$ cat src/rtl/stall_watchdog.sv
// Counts consecutive RUN cycles without a transfer; expired flags the cycle
// in which the stall reaches TIMEOUT_CYC.
module stall_watchdog #(
    parameter logic [23:0] TIMEOUT_CYC = 24'd10000000
) (
    input  logic clk,
    input  logic reset,
    input  logic run,
    input  logic kick,
    output logic expired
);

    logic [23:0] cnt_q;
    logic [23:0] cnt_d;

    assign expired = run & ~kick & (cnt_q == (TIMEOUT_CYC - 24'd1));

    // Next stall count: cleared outside RUN or on a transfer, held once expired
    always_comb begin
        cnt_d = cnt_q;
        if (!run || kick) begin
            cnt_d = 24'd0;
        end else if (expired) begin
            cnt_d = cnt_q;
        end else begin
            cnt_d = cnt_q + 24'd1;
        end
    end

    // Stall counter register
    always_ff @(posedge clk or posedge reset) begin
        if (reset) begin
            cnt_q <= 24'd0;
        end else begin
            cnt_q <= cnt_d;
        end
    end

endmodule

$ cat config.mk
export PLATFORM = sky130hd
export DESIGN_NAME = stall_watchdog
export DESIGN_NICKNAME = d
export VERILOG_FILES = /design/src/rtl/stall_watchdog.sv
export SDC_FILE = /design/constraint.sdc
export NUM_CORES = 1
export LEC_CHECK = 0
export CORE_ASPECT_RATIO = 0.9
export CORE_MARGIN = 2
export CORE_UTILIZATION = 53
export DETAILED_ROUTE_END_ITERATION = 12
export HOLD_SLACK_MARGIN = 0.02
export PLACE_DENSITY = 0.77
export SYNTH_ARGS = -nofsm -noshare
export SYNTH_HDL_FRONTEND = slang
export SYNTH_SLANG_ARGS = --single-unit
$ cat constraint.sdc
create_clock -name clk -period 1.9 [get_ports clk]
set_clock_uncertainty 0.1 [all_clocks]
set_input_delay 0.285 -clock clk [delete_from_list [all_inputs] [get_ports clk]]
set_output_delay 0.285 -clock clk [all_outputs]
set_load 0.02 [all_outputs]
Word-level counts from Yosys, hierarchy flattened
Cells that the tools add are included.

Flip-flop bits (word level): 24. Input bits: 4.

$add $sub $neg: 1. Equal/unequal tests: 2. Multiplexer cells: 2. Bitwise gates (word level): 3. Reductions and logical operators: 2.

Operators by type and width (number): $mux 24 (2); $add 24x1->24 const B (1); $eq 24x24->1 const B (1); $and 1x1->1 (2); $ne 2x1->1 const B (1); $logic_not 1->1 (1); $logic_or 1x1->1 (1); $not 1->1 (1).

Longest topological paths before layout
Gate-level depths: netlist of run 1.

Word-level depth: 5. Gate-level depth with buffers: 6.

Worst setup path after synthesis of run 1
No wires, ideal clock.

Kind: register to output. Start: register cnt_q[16]. End: output expired. Arrival: 1.690 ns. Slack: -0.175 ns. Cell stages (with the launch flop): 5. Path buffers: 1. Cell sequence: dfrtp_1 > or4_4 > or3_1 > buf_2 > nor2_1.

Word-level cells in the longest chain between the ends: 2.

RTL lines: start: declaration (line 13) `logic [23:0] cnt_q;`; start signal: assignment (line 35) `cnt_q <= cnt_d;`; $eq 24x24->1 (line 16) `assign expired = run & ~kick & (cnt_q == (TIMEOUT_CYC - 24'd1));`; $and 1x1->1 (line 16); end: declaration (line 10) `output logic expired`.

Every way passes these cells.

Final worst setup path of run 1
Ends and elaborated chain as after synthesis.

==> summary.md, run 1 <==
| Metric | Value |
|---|---|
| Rows | `16` |
| Final Util | `0.770` |
| Syn nets | `137` |
| Slew margin rel. | `0.726` |
| Period utilization | `1.19` |
| Fin nets | `181` |
| Mux cell area share after synthesis | `0` |
| CTS max path bufs | `2` |
| Metal2 WL | `1.60 mm` |
| GRT Total Usage | `0.258` |
| Post-route setup slack | `-0.357 ns` |
| Slew Viols, Final | `0` |
| Worst-Margin Slew | `0.407 ns` |
| DRT Pass-1 Iters | `4` |
| Final hold vios | `0` |
| Largest net degree at the start of global routing | `25` |
| Synth unique cells | `30` |
| Antenna-violating nets left | `0` |
| Via Count | `1,142` |
| M1 WL | `1.35 mm` |
| CTS buffer count | `3` |
| Total Negative Setup Slacks | `-0.964 ns` |
| Die area | `2750 sq um` |
| Max-Cap Viols | `0` |
| Drt total wl | `3.12 mm` |
| Later-pin clock latency in the skew report | `0.33 ns` |
| Placed Area | `1570 sq um` |
| Vias in the first global route | `1,162` |
| Synth Cell Area | `1240 sq um` |
| Routed wl met3 | `149 um` |
| Final instance area | `1700 sq um` |
| Adder-cell share of the synthesized area | `0.0101` |
| Root buffer cell | `clkbuf_4` |
| CP required | `1.51 ns` |
| Sequential area share after synthesis | `0.483` |
| Worst path arrival time | `1.87 ns` |
| XOR/XNOR share of the synthesized area | `0.134` |
| Synth-to-layout area growth | `36.3%` |
| DP HPWL | `2.12 mm` |
| Fillers | `150` |
| Multi-input gate area | `676 sq um` |
| Peak VDD IR | `0.000631 V` |
| Antenna violations before repair | `0` |
| Reg2reg end | `cnt_q[7]$_DFFE_PP0P_` |
| DP Cell Count | `194` |
| CTS tree | `built` |
| Worst-path maximum fanout | `2` |
| Setup-failing EPs final | `5` |
| CTS clock-pin slew for the worst setup and hold paths | `0.14 ns` |
| Final RePlAce weighted congestion | `0.836` |
| H-Tree Depth | `1` |
| Simple-gate portion of the synthesized area | `0.298` |
| Status | `complete, but fails checks` |
| Top Ports | `5` |
| Endpoint class of the critical path | `primary output` |
| Synth Register Bits | `24` |
| RSZ-0062 raised after global routing | `true` |
| Routed WL per cell | `15.5 um` |
| DR top layer | `met4` |
| Mean post-synth cell area | `9.42 sq um` |
| Mapped Cells | `132` |
| Worst r2r src | `cnt_q[16]$_DFFE_PP0P_` |
| Non-filler cells, final | `202` |
| Min Clock Period, post-route | `2.26 ns` |
| Initial core utilization | `0.565` |
| I/O Buffers | `4` |
| 1st-iter DRT viols | `33` |
| Largest register by flop count | `cnt_q` |
| Min Hold Slack | `0.195 ns` |
| Largest family of logic cells by synthesized area | `simple AND/OR/NAND/NOR gates` |
| Startpoint type of the worst setup path | `flip-flop` |
| # diodes | `0` |
| Critical path type | `reg -> out` |
| Seq. cell area | `601 sq um` |
| R2R depth | `7` |
| Share of cells above drive strength 1 | `0.314` |
| First-pass GRT wire length | `5.11 mm` |
| Drc violations | `0` |
| Clock sinks | `24` |
| GR Overflow Total | `0` |
| Chip Height | `50.0 um` |
| Max reg flops | `24` |
| Core area | `2200 sq um` |
| Compound-Gate Fraction of Synth Area | `0.0594` |
| Post-CTS Hold Buffers | `0` |
| HP Class | `in -> async` |
| Failing checks | `setup timing` |
| PD cells | `488 nW/um^2` |
| Via-to-Cell Ratio | `5.65` |
| Ys Warns | `0` |
| Pleak | `0.000764 uW` |
| Max Clock Freq | `443 MHz` |
| Regs by FF count | `cnt_q (24)` |
| Die X-Extent | `55.1 um` |
| R2r setup slk | `-0.26 ns` |
-- through the flow --
step           setup slack (ns)  power (uW)
6_report                 -0.357         828
5_1_grt                  -0.405         855
4_1_cts                  -0.340         827
3_5_place_dp             -0.503         564
3_3_place_gp             -0.502         562
2_1_floorplan           -0.0358         545
-- report_power, final --
| group | total [uW] | switching, uW | internal, uW |
|---|---|---|---|
| sequential | 514 | 0.955 | 513 |
| combinational | 41.6 | 26.7 | 14.9 |
| clock | 273 | 155 | 117 |
-- cell usage after synthesis --
cell / number / area (sq um)
and4_1: 1 / 8.76
and3_1: 5 / 31.3
nor3_2: 1 / 10.0
or3_1: 1 / 6.26
nand2b_1: 1 / 6.26
dfrtp_1: 24 / 601
xnor2_1: 2 / 17.5
clkbuf_1: 3 / 11.3
nand3_1: 14 / 70.1
a21oi_1: 1 / 5.00
nor3_1: 2 / 10.0
xor2_1: 17 / 149
buf_2: 1 / 5.00
inv_1: 1 / 3.75
nor2_1: 25 / 93.8
o211ai_1: 2 / 15.0
nor2b_1: 1 / 6.26
nor4b_1: 2 / 17.5
o21ai_2: 1 / 8.76
nor4bb_1: 1 / 10.0
ha_1: 1 / 12.5
o31ai_1: 2 / 15.0
and2_1: 1 / 6.26
nand4_1: 6 / 37.5
or4_4: 1 / 11.3
and3_4: 1 / 11.3
nand2_1: 9 / 33.8
o21ai_0: 2 / 10.0
o21bai_1: 1 / 7.51
a31oi_1: 2 / 12.5
-- what timing repair did --
action,CTS,global route
setup endpoints to repair,2,7
hold endpoints to repair,0,0
pin swaps,4,3
setup buffers,1,3
resized for setup,10,6
cloned,0,0
-- cell families (layout without fill, tap and decap cells) --
| logic type | Yosys count | after routing |
|---|---|---|
| adders and majority gates | 1 | 1 |
| xor gates and xnor gates | 19 | 19 |
| DFF | 24 | 24 |
| AOI/OAI and AO/OA | 11 | 11 |
| buffers and inverters | 5 | 48 |
| and+or+nand+nor | 72 | 72 |
-- per-layer routing --
metal | up-vias | GRT usage
met3 | 4 | 0.0545
met2 | 26 | 0.427
met1 | 564 | 0.350
li1 | 548 | -
met5 | - | 0
met4 | 0 | 0.0366
-- final cells by class --
class | instances | area share
clock buffers | 4 | 0.0214
inverters | 1 | 0.00221
multi-input cells | 103 | 0.399
flip-flops and latches | 24 | 0.354
well taps | 27 | 0.0199
repair buffers | 43 | 0.204
-- layout by cell type, fill, tap and decap left out, drive strengths merged --
cell / instances
buf: 40
nor2: 25
dfrtp: 24
xor2: 17
nand3: 14
nand2: 9
nand4: 6
and3: 6
clkbuf: 4
clkdlybuf4s50: 3
nor3: 3
o21ai: 3
o31ai: 2
o211ai: 2
xnor2: 2
nor4b: 2
a31oi: 2
nand2b: 1
and4: 1
and2: 1
nor4bb: 1
or4: 1
or3: 1
a21oi: 1
nor2b: 1
inv: 1
o21bai: 1
ha: 1
-- critical path: stages (launching register included) --
cell     delay (ns)
dfrtp_1        0.41
or4_4          0.54
or3_4          0.40
nor2_4         0.09
buf_6          0.12
-- worst max-delay path by stage --
stage	start	slack (ns)	endpoint	cells after the start
after floorplan	cnt_q[16]$_DFFE_PP0P_	-0.04	expired	4
after global placement	cnt_q[11]$_DFFE_PP0P_	-0.50	expired	5
after detailed placement	cnt_q[14]$_DFFE_PP0P_	-0.50	expired	5
after CTS	cnt_q[13]$_DFFE_PP0P_	-0.34	expired	5
after global routing	cnt_q[16]$_DFFE_PP0P_	-0.41	expired	4
final	cnt_q[16]$_DFFE_PP0P_	-0.36	expired	4
No activity file was read; power rests on OpenSTA's default activity.
==> run 2: changes to the inputs <==
--- a/config.mk
+++ b/config.mk
@@ -11,6 +11,7 @@
 export DETAILED_ROUTE_END_ITERATION = 12
 export HOLD_SLACK_MARGIN = 0.02
 export PLACE_DENSITY = 0.77
+export REMOVE_ABC_BUFFERS = 1
 export SYNTH_ARGS = -nofsm -noshare
 export SYNTH_HDL_FRONTEND = slang
 export SYNTH_SLANG_ARGS = --single-unit
==> run 2 against run 1 <==
Combinational power shrank 6.7%. Critical path type unchanged. The flow still finishes with violations (setup timing). Global-route usage is 2.2 points lower. Core utilization shrank 3.0 points. First-iteration DRC count is 15% lower. Routed wire length decreased by 13%. Die area unchanged. Cell count down 3.5%. Non-clock buffer count shrank 7. Critical path depth stayed put.
==> summary.md, run 2 (same netlist as run 1, synthesis figures left out) <==
| Metric | Value |
|---|---|
| Status | `complete, but fails checks` |
| Failing checks | `setup timing` |
| Initial core utilization | `0.565` |
| H-Tree Depth | `1` |
| Root buffer cell | `clkbuf_4` |
| Worst path arrival time | `1.85 ns` |
| Startpoint type of the worst setup path | `flip-flop` |
| Critical path type | `reg -> out` |
| Worst-path maximum fanout | `2` |
| GR Overflow Total | `0` |
| Die area | `2750 sq um` |
| Max Clock Freq | `448 MHz` |
| DP HPWL | `2.05 mm` |
| Commonest cells after routing, fill and taps aside | `buf_4 (31), nor2_1 (25), dfrtp_1 (23)` |
| Via Count | `1,071` |
| I/O Buffers | `4` |
| PD cells | `570 nW/um^2` |
| Vias in the first global route | `1,045` |
| Crit path cell chain | `or4_4 > or3_4 > nor2_1 > buf_4` |
| CTS tree | `built` |
| Endpoint class of the critical path | `primary output` |
| Slowest cell on crit path | `or4_4` |
| R2R depth | `6` |
| Slew margin rel. | `0.790` |
| Max-Cap Viols | `0` |
| DRT Pass-1 Iters | `4` |
| Most used routing layer | `met2` |
| Final RePlAce weighted congestion | `0.850` |
| CTS buffer count | `3` |
| Setup-failing EPs final | `2` |
| Pwr Total | `928 uW` |
| R2r setup slk | `-0.07 ns` |
| Largest register by flop count | `cnt_q` |
| Largest net degree at the start of global routing | `25` |
| Chip Height | `50.0 um` |
| Share of cells above drive strength 1 | `0.274` |
| Post-route setup slack | `-0.334 ns` |
| Slew Viols, Final | `0` |
| Rows | `16` |
| RSZ-0062 raised after global routing | `true` |
| CP required | `1.51 ns` |
| Drt total wl | `2.72 mm` |
| Via-to-Cell Ratio | `5.49` |
| Min Hold Slack | `0.176 ns` |
| Peak VDD IR | `0.000890 V` |
| 1st-iter DRT viols | `28` |
| Core area | `2200 sq um` |
| Max reg flops | `24` |
| Reg2reg end | `cnt_q[7]$_DFFE_PP0P_` |
| Period utilization | `1.18` |
| Min Clock Period, post-route | `2.23 ns` |
| Worst r2r src | `cnt_q[16]$_DFFE_PP0P_` |
| Die X-Extent | `55.1 um` |
| Final hold vios | `0` |
| Antenna-violating nets left | `0` |
| Top Ports | `5` |
| Drc violations | `0` |
| Grt met3 use | `0.0636` |
| Regs by FF count | `cnt_q (24)` |
| CP peak stage delay | `0.54 ns` |
| GRT Total Usage | `0.236` |
| Fin nets | `174` |
| Synth-to-layout area growth | `31.0%` |
| Met2 Resource Use GR | `0.367` |
| Clock sinks | `24` |
| CTS clock-pin slew for the worst setup and hold paths | `0.13 ns` |
| Pleak | `0.000750 uW` |
| GR met1 Demand/Resource | `0.343` |
| Worst-Margin Slew | `0.315 ns` |
| Most common cell after layout, fill and taps aside | `buf_4` |
| HP Class | `in -> async` |
| # diodes | `0` |
| Antenna violations before repair | `0` |
| First-pass GRT wire length | `4.71 mm` |
| Post-CTS Hold Buffers | `0` |
| Later-pin clock latency in the skew report | `0.32 ns` |
| CTS max path bufs | `2` |
| Routed WL per cell | `14.0 um` |
run 2: cell count changes in the layout (fill, tap and decap cells not counted), sizes merged:
cell / change
bufinv: +1
buf: -7
clkbuf: -1
run 2: timing repair:
action	in CTS	in global routing
gates resized for setup	7	6
hold endpoints to repair	0	0
gates cloned	0	0
pin swaps	0	8
endpoints found under the setup margin	2	8
buffers inserted	0	2
run 2: layout make-up:
class	instances	area, sq um
Clock inverter	1	30.0
Inverter	1	3.75
Fill cell	159	573
Multi-Input combinational cell	103	652
Timing Repair Buffer	36	285
Tap cell	27	33.8
Sequential cell	24	602
Clock buffer	3	22.5
run 2: worst max-delay path by stage:
| stage | start | endpoint | slack [ns] | cells past startpoint |
|---|---|---|---|---|
| global placement | cnt_q[6]$_DFFE_PP0P_ | expired | -0.47 | 5 |
| floorplan | cnt_q[16]$_DFFE_PP0P_ | expired | -0.14 | 3 |
| CTS | cnt_q[16]$_DFFE_PP0P_ | expired | -0.34 | 4 |
| detailed placement | cnt_q[6]$_DFFE_PP0P_ | expired | -0.50 | 5 |
| global route | cnt_q[7]$_DFFE_PP0P_ | expired | -0.43 | 5 |
| finish | cnt_q[16]$_DFFE_PP0P_ | expired | -0.33 | 4 |
run 2: metal layers:
layer	wire (um)	part of all wire	vias up
met1	1210	0.44	506
met2	1330	0.49	34
met4	0	0	0
met3	186	0.068	0
li1	-	-	531
met5	0	0	-
run 2: worst max-delay path, delay by kind of cell (launching register included):
| kind | cells | cell delay [ns] |
|---|---|---|
| flops | 1 | 0.41 |
| simple gates | 3 | 0.98 |
| buf+inv | 1 | 0.14 |
run 2: through the flow:
step	setup TNS [ns]	utilization	instance area, sq um	worst slack, ns	instances
global route	-0.656	0.740	1630	-0.433	195
detailed placement	-0.545	0.697	1530	-0.498	190
finish	-0.406	0.740	1630	-0.334	195
global placement	-0.475	0.697	1530	-0.470	190
CTS	-0.348	0.724	1600	-0.345	194
floorplan	-0.143	-	1230	-0.143	128
run 2: where the power goes:
group | internal (uW) | total [uW] | switching [uW]
Combinational | 14.3 | 38.8 | 24.6
Clock | 214 | 375 | 162
Sequential | 513 | 514 | 1.20
==> run 3: changes to the inputs <==
--- a/config.mk
+++ b/config.mk
@@ -10,7 +10,7 @@
 export CORE_UTILIZATION = 53
 export DETAILED_ROUTE_END_ITERATION = 12
 export HOLD_SLACK_MARGIN = 0.02
-export PLACE_DENSITY = 0.77
+export PLACE_DENSITY = 0.74
 export REMOVE_ABC_BUFFERS = 1
 export SYNTH_ARGS = -nofsm -noshare
 export SYNTH_HDL_FRONTEND = slang
==> constraint.sdc (replaced) <==
create_clock -name clk -period 2.7 [get_ports clk]
set_clock_uncertainty 0.1 [all_clocks]
set_input_delay 0.405 -clock clk [delete_from_list [all_inputs] [get_ports clk]]
set_output_delay 0.405 -clock clk [all_outputs]
set_load 0.02 [all_outputs]
==> run 3 against run 2 <==
The flow now finishes without violations. Combinational power fell by 39%. Die area stayed put. Global-route usage down 2.3 points. Routed wire length down 9.9%. Sequential share of layout area increased by 5.9 points. Sequential power decreased by 29%. Total power down 38%. Via count shrank 12%. Flip-flop and latch count is the same. Core utilization down 10 points. Cell count decreased by 13%.
==> summary.md, run 3 (same netlist as run 1, synthesis figures left out) <==
| Metric | Value |
|---|---|
| Final RePlAce weighted congestion | `0.859` |
| CTS buffer count | `3` |
| Worst path arrival time | `2.10 ns` |
| # diodes | `0` |
| Rows | `16` |
| CTS max path bufs | `2` |
| Synth-to-layout area growth | `12.8%` |
| Worst-path maximum fanout | `5` |
| Worst r2r src | `cnt_q[10]$_DFFE_PP0P_` |
| Slew Viols, Final | `0` |
| CP startpoint | `cnt_q[10]$_DFFE_PP0P_` |
| Pleak | `0.000585 uW` |
| Later-pin clock latency in the skew report | `0.32 ns` |
| Most common cell after layout, fill and taps aside | `nor2_1` |
| Root buffer cell | `clkbuf_4` |
| CP required | `2.19 ns` |
| Peak VDD IR | `0.000377 V` |
| Endpoint class of the critical path | `primary output` |
| Final Util | `0.637` |
| DR top layer | `met4` |
| 1st-iter DRT viols | `21` |
| Regs by FF count | `cnt_q (24)` |
| Routed wl met3 | `62 um` |
| Commonest cells after routing, fill and taps aside | `nor2_1 (25), dfrtp_1 (24), xor2_1 (17)` |
| Metal2 WL | `1.09 mm` |
| CTS tree | `built` |
| HP Class | `in -> async` |
| PD cells | `412 nW/um^2` |
| Max reg flops | `24` |
| Antenna violations before repair | `0` |
| Share of cells above drive strength 1 | `0.119` |
| Die area | `2750 sq um` |
| Chip Height | `50.0 um` |
| Top Ports | `5` |
| Die X-Extent | `55.1 um` |
| Core area | `2200 sq um` |
| Final hold vios | `0` |
| Via Count | `947` |
| Max Clock Freq | `385 MHz` |
| GRT Total Usage | `0.213` |
| Slew margin rel. | `0.591` |
| Min Clock Period, post-route | `2.60 ns` |
| H-Tree Depth | `1` |
| Largest register by flop count | `cnt_q` |
| Drc violations | `0` |
| DP HPWL | `1.70 mm` |
| GR Overflow Total | `0` |
| Antenna-violating nets left | `0` |
| Startpoint type of the worst setup path | `flip-flop` |
| Worst-Margin Slew | `0.610 ns` |
| Post-CTS Hold Buffers | `0` |
| Total Negative Setup Slacks | `0 ns` |
| RSZ-0062 raised after global routing | `false` |
| Critical path type | `reg -> out` |
| Clock sinks | `24` |
| Via-to-Cell Ratio | `5.57` |
| CTS clock-pin slew for the worst setup and hold paths | `0.13 ns` |
| Max-Cap Viols | `0` |
| M1 WL | `1.28 mm` |
| Pwr Total | `577 uW` |
| Min Hold Slack | `0.299 ns` |
| Vias in the first global route | `920` |
| Fillers | `194` |
| Fin nets | `149` |
| I/O Buffers | `4` |
| Status | `completed` |
| Drt total wl | `2.45 mm` |
| Largest net degree at the start of global routing | `25` |
| Setup-failing EPs final | `0` |
| Period utilization | `0.963` |
| DRT Pass-1 Iters | `4` |
| First-pass GRT wire length | `4.22 mm` |
| Initial core utilization | `0.565` |
| Routed WL per cell | `14.4 um` |
run 3: changes by cell type in the layout (fill, tap and decap cells not counted), sizes merged:
cell           previous run  this run
buf                      33         7
bufinv                    1         0
clkbuf                    3         4
clkdlybuf4s15             0         1
run 3: final cells by class:
type | instances | area (sq um) | area share
Tap cell | 27 | 33.8 | 0.0241
Sequential cell | 24 | 601 | 0.428
Inverter | 1 | 3.75 | 0.00268
Clock buffer | 4 | 36.3 | 0.0259
Timing Repair Buffer | 11 | 92.6 | 0.0660
Multi-Input combinational cell | 103 | 636 | 0.453
run 3: what timing repair did:
action / in CTS / in global routing
setup endpoints to repair: 1 / 1
gates resized for setup: 1 / 3
buffers inserted: 0 / 0
run 3: path summary, 6_finish.rpt:
kind,end,slack [ns],depth (start not counted)
max reg2reg,cnt_q[7]$_DFFE_PP0P_,0.72,6
min in group clk,cnt_q[4]$_DFFE_PP0P_,0.42,1
max,expired,0.1,5
max in group asynchronous,cnt_q[22]$_DFFE_PP0P_,1.96,3
min,cnt_q[4]$_DFFE_PP0P_,0.30,3
min reg2reg,cnt_q[4]$_DFFE_PP0P_,0.42,1
run 3: critical path, cell delays in order (launching register included):
cell and delay, ns:
dfrtp_1 0.44, nand2_1 0.08, or4_4 0.51, or3_1 0.34, nor2_1 0.10, clkdlybuf4s15_1 0.31
run 3: layer usage:
metal | vias to the layer above | global-route usage
li1 | 486 | -
met1 | 450 | 0.295
met2 | 9 | 0.319
met3 | 2 | 0.0636
met4 | 0 | 0.0610
met5 | - | 0
run 3: stage by stage:
stage | area, sq um | setup WS [ns] | std cells
global placement | 1350 | 0.189 | 166
detailed placement | 1350 | 0.168 | 166
finish | 1400 | 0.0994 | 170
global route | 1400 | 0.0126 | 170
CTS | 1390 | 0.0694 | 170
floorplan | 1230 | 0.537 | 128
run 3: report_power, final:
part | internal [uW] | switching, uW
logic | 8.25 | 15.2
registers | 361 | 1.77
clock network | 82.5 | 109
total | 452 | 126
